[src/rtl/breath_mode_ctrl.sv]
// Touch-key mode sequencer: OFF -> BREATH -> ON -> BLINK, shared 2us/2ms/2s timebase, LED and beep drive.
// Optional confirmation beep is built only when KEY_BEEP_EN is defined; otherwise beep is tied low.
module breath_mode_ctrl #(
  parameter int unsigned CNT_2US_MAX = 99,
  parameter int unsigned CNT_2MS_MAX = 999,
  parameter int unsigned CNT_2S_MAX  = 999,
  parameter int unsigned BEEP_TICKS  = 50,
  parameter int unsigned LOCK_TICKS  = 100
) (
  input  logic       sys_clk,
  input  logic       sys_rst,
  input  logic       touch_key,
  output logic       led,
  output logic       beep,
  output logic [1:0] mode
);

  localparam int unsigned US_W     = $clog2(CNT_2US_MAX + 1);
  localparam int unsigned MS_W     = $clog2(CNT_2MS_MAX + 1);
  localparam int unsigned S_W      = $clog2(CNT_2S_MAX + 1);
  localparam int unsigned TICK_MAX = (LOCK_TICKS > BEEP_TICKS) ? LOCK_TICKS : BEEP_TICKS;
  localparam int unsigned TICK_W   = $clog2(TICK_MAX + 1);

  typedef enum logic [1:0] {
    MODE_OFF    = 2'd0,
    MODE_BREATH = 2'd1,
    MODE_ON     = 2'd2,
    MODE_BLINK  = 2'd3
  } mode_e;

  mode_e             mode_q, mode_d;
  logic              key_s1_q, key_s1_d;
  logic              key_s2_q, key_s2_d;
  logic              key_dly_q, key_dly_d;
  logic [US_W-1:0]   cnt_2us_q, cnt_2us_d;
  logic [MS_W-1:0]   cnt_2ms_q, cnt_2ms_d;
  logic [S_W-1:0]    cnt_2s_q, cnt_2s_d;
  logic              dir_q, dir_d;
  logic              blink_q, blink_d;
  logic              lock_q, lock_d;
  logic [TICK_W-1:0] lock_cnt_q, lock_cnt_d;
  logic              led_q, led_d;
  logic              press_c, tick_2us_c, tick_2ms_c, tick_2s_c;

  // Next-state: synchronizer, timebase, lockout, mode FSM and LED pattern
  always_comb begin
    mode_d     = mode_q;
    key_s1_d   = touch_key;
    key_s2_d   = key_s1_q;
    key_dly_d  = key_s2_q;
    cnt_2us_d  = cnt_2us_q;
    cnt_2ms_d  = cnt_2ms_q;
    cnt_2s_d   = cnt_2s_q;
    dir_d      = dir_q;
    blink_d    = blink_q;
    lock_d     = lock_q;
    lock_cnt_d = lock_cnt_q;
    led_d      = 1'b0;

    press_c    = key_s2_q & ~key_dly_q & ~lock_q;
    tick_2us_c = (cnt_2us_q == US_W'(CNT_2US_MAX));
    tick_2ms_c = tick_2us_c & (cnt_2ms_q == MS_W'(CNT_2MS_MAX));
    tick_2s_c  = tick_2ms_c & (cnt_2s_q == S_W'(CNT_2S_MAX));

    cnt_2us_d = tick_2us_c ? '0 : cnt_2us_q + US_W'(1);
    if (tick_2us_c) cnt_2ms_d = tick_2ms_c ? '0 : cnt_2ms_q + MS_W'(1);
    if (tick_2ms_c) cnt_2s_d = tick_2s_c ? '0 : cnt_2s_q + S_W'(1);
    if (tick_2s_c) begin
      dir_d   = ~dir_q;
      blink_d = ~blink_q;
    end

    if (lock_q && tick_2ms_c) begin
      if (lock_cnt_q == TICK_W'(LOCK_TICKS - 1)) begin
        lock_d     = 1'b0;
        lock_cnt_d = '0;
      end else begin
        lock_cnt_d = lock_cnt_q + TICK_W'(1);
      end
    end

    case (mode_q)
      MODE_OFF:    led_d = 1'b0;
      MODE_BREATH: led_d = dir_q ? (cnt_2ms_q >= cnt_2s_q) : (cnt_2ms_q < cnt_2s_q);
      MODE_ON:     led_d = 1'b1;
      MODE_BLINK:  led_d = blink_q;
      default:     led_d = 1'b0;
    endcase

    // An accepted press restarts every phase and wins over a coincident tick_2s
    if (press_c) begin
      cnt_2us_d  = '0;
      cnt_2ms_d  = '0;
      cnt_2s_d   = '0;
      dir_d      = 1'b0;
      blink_d    = 1'b0;
      lock_d     = 1'b1;
      lock_cnt_d = '0;
      case (mode_q)
        MODE_OFF:    mode_d = MODE_BREATH;
        MODE_BREATH: mode_d = MODE_ON;
        MODE_ON:     mode_d = MODE_BLINK;
        MODE_BLINK:  mode_d = MODE_OFF;
        default:     mode_d = MODE_OFF;
      endcase
    end
  end

  always_ff @(posedge sys_clk) begin
    if (sys_rst) begin
      mode_q     <= MODE_OFF;
      key_s1_q   <= 1'b0;
      key_s2_q   <= 1'b0;
      key_dly_q  <= 1'b0;
      cnt_2us_q  <= '0;
      cnt_2ms_q  <= '0;
      cnt_2s_q   <= '0;
      dir_q      <= 1'b0;
      blink_q    <= 1'b0;
      lock_q     <= 1'b0;
      lock_cnt_q <= '0;
      led_q      <= 1'b0;
    end else begin
      mode_q     <= mode_d;
      key_s1_q   <= key_s1_d;
      key_s2_q   <= key_s2_d;
      key_dly_q  <= key_dly_d;
      cnt_2us_q  <= cnt_2us_d;
      cnt_2ms_q  <= cnt_2ms_d;
      cnt_2s_q   <= cnt_2s_d;
      dir_q      <= dir_d;
      blink_q    <= blink_d;
      lock_q     <= lock_d;
      lock_cnt_q <= lock_cnt_d;
      led_q      <= led_d;
    end
  end

  assign led  = led_q;
  assign mode = mode_q;

`ifdef KEY_BEEP_EN
  logic              beep_q, beep_d;
  logic [TICK_W-1:0] beep_cnt_q, beep_cnt_d;

  // Beep runs for BEEP_TICKS 2ms ticks, restarted by every accepted press
  always_comb begin
    beep_d     = beep_q;
    beep_cnt_d = beep_cnt_q;
    if (beep_q && tick_2ms_c) begin
      if (beep_cnt_q == TICK_W'(BEEP_TICKS - 1)) begin
        beep_d     = 1'b0;
        beep_cnt_d = '0;
      end else begin
        beep_cnt_d = beep_cnt_q + TICK_W'(1);
      end
    end
    if (press_c) begin
      beep_d     = 1'b1;
      beep_cnt_d = '0;
    end
  end

  always_ff @(posedge sys_clk) begin
    if (sys_rst) begin
      beep_q     <= 1'b0;
      beep_cnt_q <= '0;
    end else begin
      beep_q     <= beep_d;
      beep_cnt_q <= beep_cnt_d;
    end
  end

  assign beep = beep_q;
`else
  assign beep = 1'b0;
`endif

endmodule

[config.mk]
export PLATFORM = sky130hd
export DESIGN_NAME = breath_mode_ctrl
export DESIGN_NICKNAME = d
export VERILOG_FILES = /design/src/rtl/breath_mode_ctrl.sv
export SDC_FILE = /design/constraint.sdc
export NUM_CORES = 1
export LEC_CHECK = 0
export ABC_AREA = 1
export BUFFER_PORTS_ARGS = -buffer_cell sky130_fd_sc_hd__buf_4
export CORE_MARGIN = 2
export CORE_UTILIZATION = 30
export DETAILED_ROUTE_END_ITERATION = 12
export SYNTH_ARGS = -nofsm -noshare
export SYNTH_HDL_FRONTEND = slang
export SYNTH_SLANG_ARGS = --single-unit
[constraint.sdc]
create_clock -name sys_clk -period 1.44 [get_ports sys_clk]
set_input_delay 0.216 -clock sys_clk [delete_from_list [all_inputs] [get_ports sys_clk]]
set_output_delay 0.216 -clock sys_clk [all_outputs]
set_load 0.005 [all_outputs]
==> metrics.md <==
| Metric | Value |
|---|---|
| Hold Buf Count CTS | `0` |
| Post-synth cell types | `31` |
| Top-count cell post-synth | `nand2_1` |
| # IOs | `7` |
| Mapped Area | `2600 um^2` |
| FF+latch count, synth | `43` |
| Global-route wire length before repair | `11800 um` |
| Clk root buf | `clkbuf_8` |
| Min Tclk post-route | `roughly 1600 ps` |
| Launching element type of the critical path | `flip-flop` |
| # DRC | `0` |
| CP required | `around 1700 ps` |
| FFs w/ async S/R, synth | `0%` |
| Routed len/inst | `between 10 and 15 um` |
| Post-synth top cells | `nand2_1, inv_1, dfxtp_1, nand3_1, nor2_1` |
| Starting Density | `31.3%` |
| Die footprint | `9410 um^2` |
| Share of cells above drive strength 1 | `43.4%` |
| Antenna diode count | `0` |
| GRT Util Overall | `15.1%` |
| Remaining global-route overflow | `0` |
| Via density | `4.84` |
| PnR worst setup slack | `-128 ps` |
| Vias in the first global route | `about 2600` |
| Power Density | `approximately 600 nW/um^2` |
| Crit Path Class | `flip-flop to flip-flop` |
| Syn Area/Cell | `6.94 um^2` |
| Unrepaired setup endpoints after global routing | `yes` |
| Clk sink count | `43` |
| Longest Clk Path Bufs | `2` |
| Die Y | `97.0 um` |
| Fin nets | `around 470` |
| Final Power | `roughly 2.3 mW` |
| Hold_ws | `99.0 ps` |
| Final core utilization | `between 40% and 50%` |
| Worst skew pair latency | `300 ps` |
| Post-synthesis sequential area ratio | `33.2%` |
| Initial antenna violation count | `0` |
| Max IR drop VDD | `401 uV` |
| P_leak | `1.57 nW` |
| Largest net degree at the start of global routing | `15` |
| Post-synth EDFFs | `0` |
| Initial DRC Count | `106` |
| Synth top area share | `33.2%` |
| Signal arrival time at the worst endpoint | `1810 ps` |
| Clk pin slew, worst setup/hold paths | `90 ps` |
| Port Buf Inserts | `5` |
| Top_reg_cell synth | `dfxtp_1` |
| Placer Congestion | `0.839` |
| Failing checks | `setup timing` |
| Final clock period utilization by the worst path | `109%` |
| H-tree lvl count | `2` |
| Routed Antenna Nets | `0` |
| Maximum clock rate | `638 MHz` |
| TritonRoute pass-1 iters | `4` |
| Status | `complete, but fails checks` |
| Layout area overhead | `48.0%` |
| CTS Buf Count | `5` |
| # Max-Cap Violations | `0` |
| Final WL | `7120 um` |
| Std-Cell Rows | `33` |
| Detailed-route via count | `2708` |
| Hold Vio Cnt, Final | `0` |
| Core area | `8300 um^2` |
| DP HPWL | `~5000 um` |
| Mapped Nets | `395` |
| Synth warn | `0` |
| Cells after Synth | `about 370` |
| Fillcell total | `790` |
| Final setup viols | `27` |
| Biggest area consumer among synthesized cells | `dfxtp_1` |
| CP max stage delay | `360 ps` |
| Area contributors post-synth | `dfxtp_1, nand2_1, ha_1, inv_1, nand3_1` |
| CP Cell Sequence | `ha_4 -> inv_2 -> nor3_4 -> nand3_4 -> nor2_4 -> nand3_2 -> a21oi_2` |
| Worst Setup End Kind | `flip-flop` |
| DIE WIDTH | `between 90 and 100 um` |
| Hold/Removal Path Class | `input port to flip-flop` |
| Worst clock skew | `4.75 ps` |
| CTS tree | `done` |
| Critical Path Fanout Max | `7` |
| Fin. max-slew vios | `0` |
| Critical-path top delay cell | `dfxtp_2` |
==> placed cells by master (no fill, tap or decap), drive strengths merged <==
| cell | synthesis | routed |
|---|---|---|
| inv | 56 | 56 |
| o21ai | 5 | 5 |
| a21oi | 29 | 29 |
| a211oi | 1 | 1 |
| xnor2 | 3 | 3 |
| nor3b | 1 | 1 |
| buf | 3 | 77 |
| nand4 | 14 | 14 |
| or2 | 1 | 1 |
| bufinv | 0 | 1 |
| nand2 | 92 | 92 |
| nor2 | 37 | 37 |
| nor4 | 2 | 2 |
| xor2 | 12 | 12 |
| clkinv | 0 | 2 |
| nand3 | 37 | 37 |
| ha | 18 | 18 |
| nor3 | 17 | 17 |
| conb | 1 | 1 |
| clkbuf | 2 | 5 |
| dfxtp | 43 | 43 |
==> flip-flops by register name, indices dropped and copies added, names as in the netlist, 2 cells and up <==
register and count:
cnt_2ms_q 10, lock_cnt_q 7, mode 2, cnt_2s_q 10, cnt_2us_q 7
==> layer usage <==
layer  up-vias  global-route usage (%)  share of wire (%)
met5         -                       0                  0
met4         0                    4.01                1.2
met3        11                    2.75                4.1
met2        63                    27.3                 51
met1      1268                    18.2                 43
li1       1366                       -                  -
==> worst max-delay path: cells and delay by family (launching register included) <==
kind / cells / cell delay, ps
simple gates: 4 / 860
compound gates: 1 / 120
buf+inv: 1 / 40
fa+ha+maj: 1 / 140
flops: 1 / 360
==> area by class of cell <==
type	count	area [um^2]	area share, %
clock buffers	5	68.8	1.79
clock inverters	3	43.8	1.14
inverters	56	218	5.67
multi-input cells	270	1890	49.1
flip-flops and latches	43	891	23.2
well taps	105	131	3.42
repair buffers	77	602	15.7
==> path summary, 6_finish.rpt <==
path / to / slack, ps / startpoint / cells past startpoint
worst max-delay path: lock_cnt_q[2]$_SDFFE_PP0P_ / -130 / cnt_2us_q[0]$_SDFF_PP0_ / 7
worst min-delay path: key_s1_q$_SDFF_PP0_ / 100 / sys_rst / 2
worst max register to register: lock_cnt_q[2]$_SDFFE_PP0P_ / -130 / cnt_2us_q[0]$_SDFF_PP0_ / 7
worst min register to register: key_dly_d$_SDFF_PP0_ / 410 / key_s1_q$_SDFF_PP0_ / 2
==> per-stage QoR <==
| step | setup TNS (ps) | instances | setup WS [ps] | area [um^2] |
|---|---|---|---|---|
| 3_5_place_dp | -2270 | 542 | -132 | 3230 |
| 5_1_grt | -4700 | 559 | -222 | 3840 |
| 4_1_cts | -1100 | 555 | -109 | 3640 |
| 3_3_place_gp | -1420 | 542 | -95.4 | 3230 |
| 6_report | -2110 | 559 | -128 | 3840 |
| 2_1_floorplan | 0 | 374 | 7.62 | 2610 |
==> repair_timing <==
action,4_1_cts,5_1_grt
resized for setup,70,46
endpoints found under the setup margin,28,38
pin swaps,36,28
cloned,0,0
setup buffers,5,5
==> power breakdown <==
part | switching, mW | total, mW | internal [mW]
Sequential | 0.0114 | 1.21 | 1.20
Clock | 0.458 | 0.975 | 0.517
Combinational | 0.0690 | 0.116 | 0.0473
Total | 0.539 | 2.30 | 1.76
==> cells by family after synthesis <==
logic type	Yosys count	share of synthesized area, %
AO/OA/AOI/OAI	35	6.84
XOR/XNOR	15	5.06
adder cells (fa/ha/maj)	18	8.67
buffers and inverters	61	9.59
flip-flops	43	33.2
other	1	0.144
AND/OR/NAND/NOR	201	36.5
(Power assumes the default switching activity.)
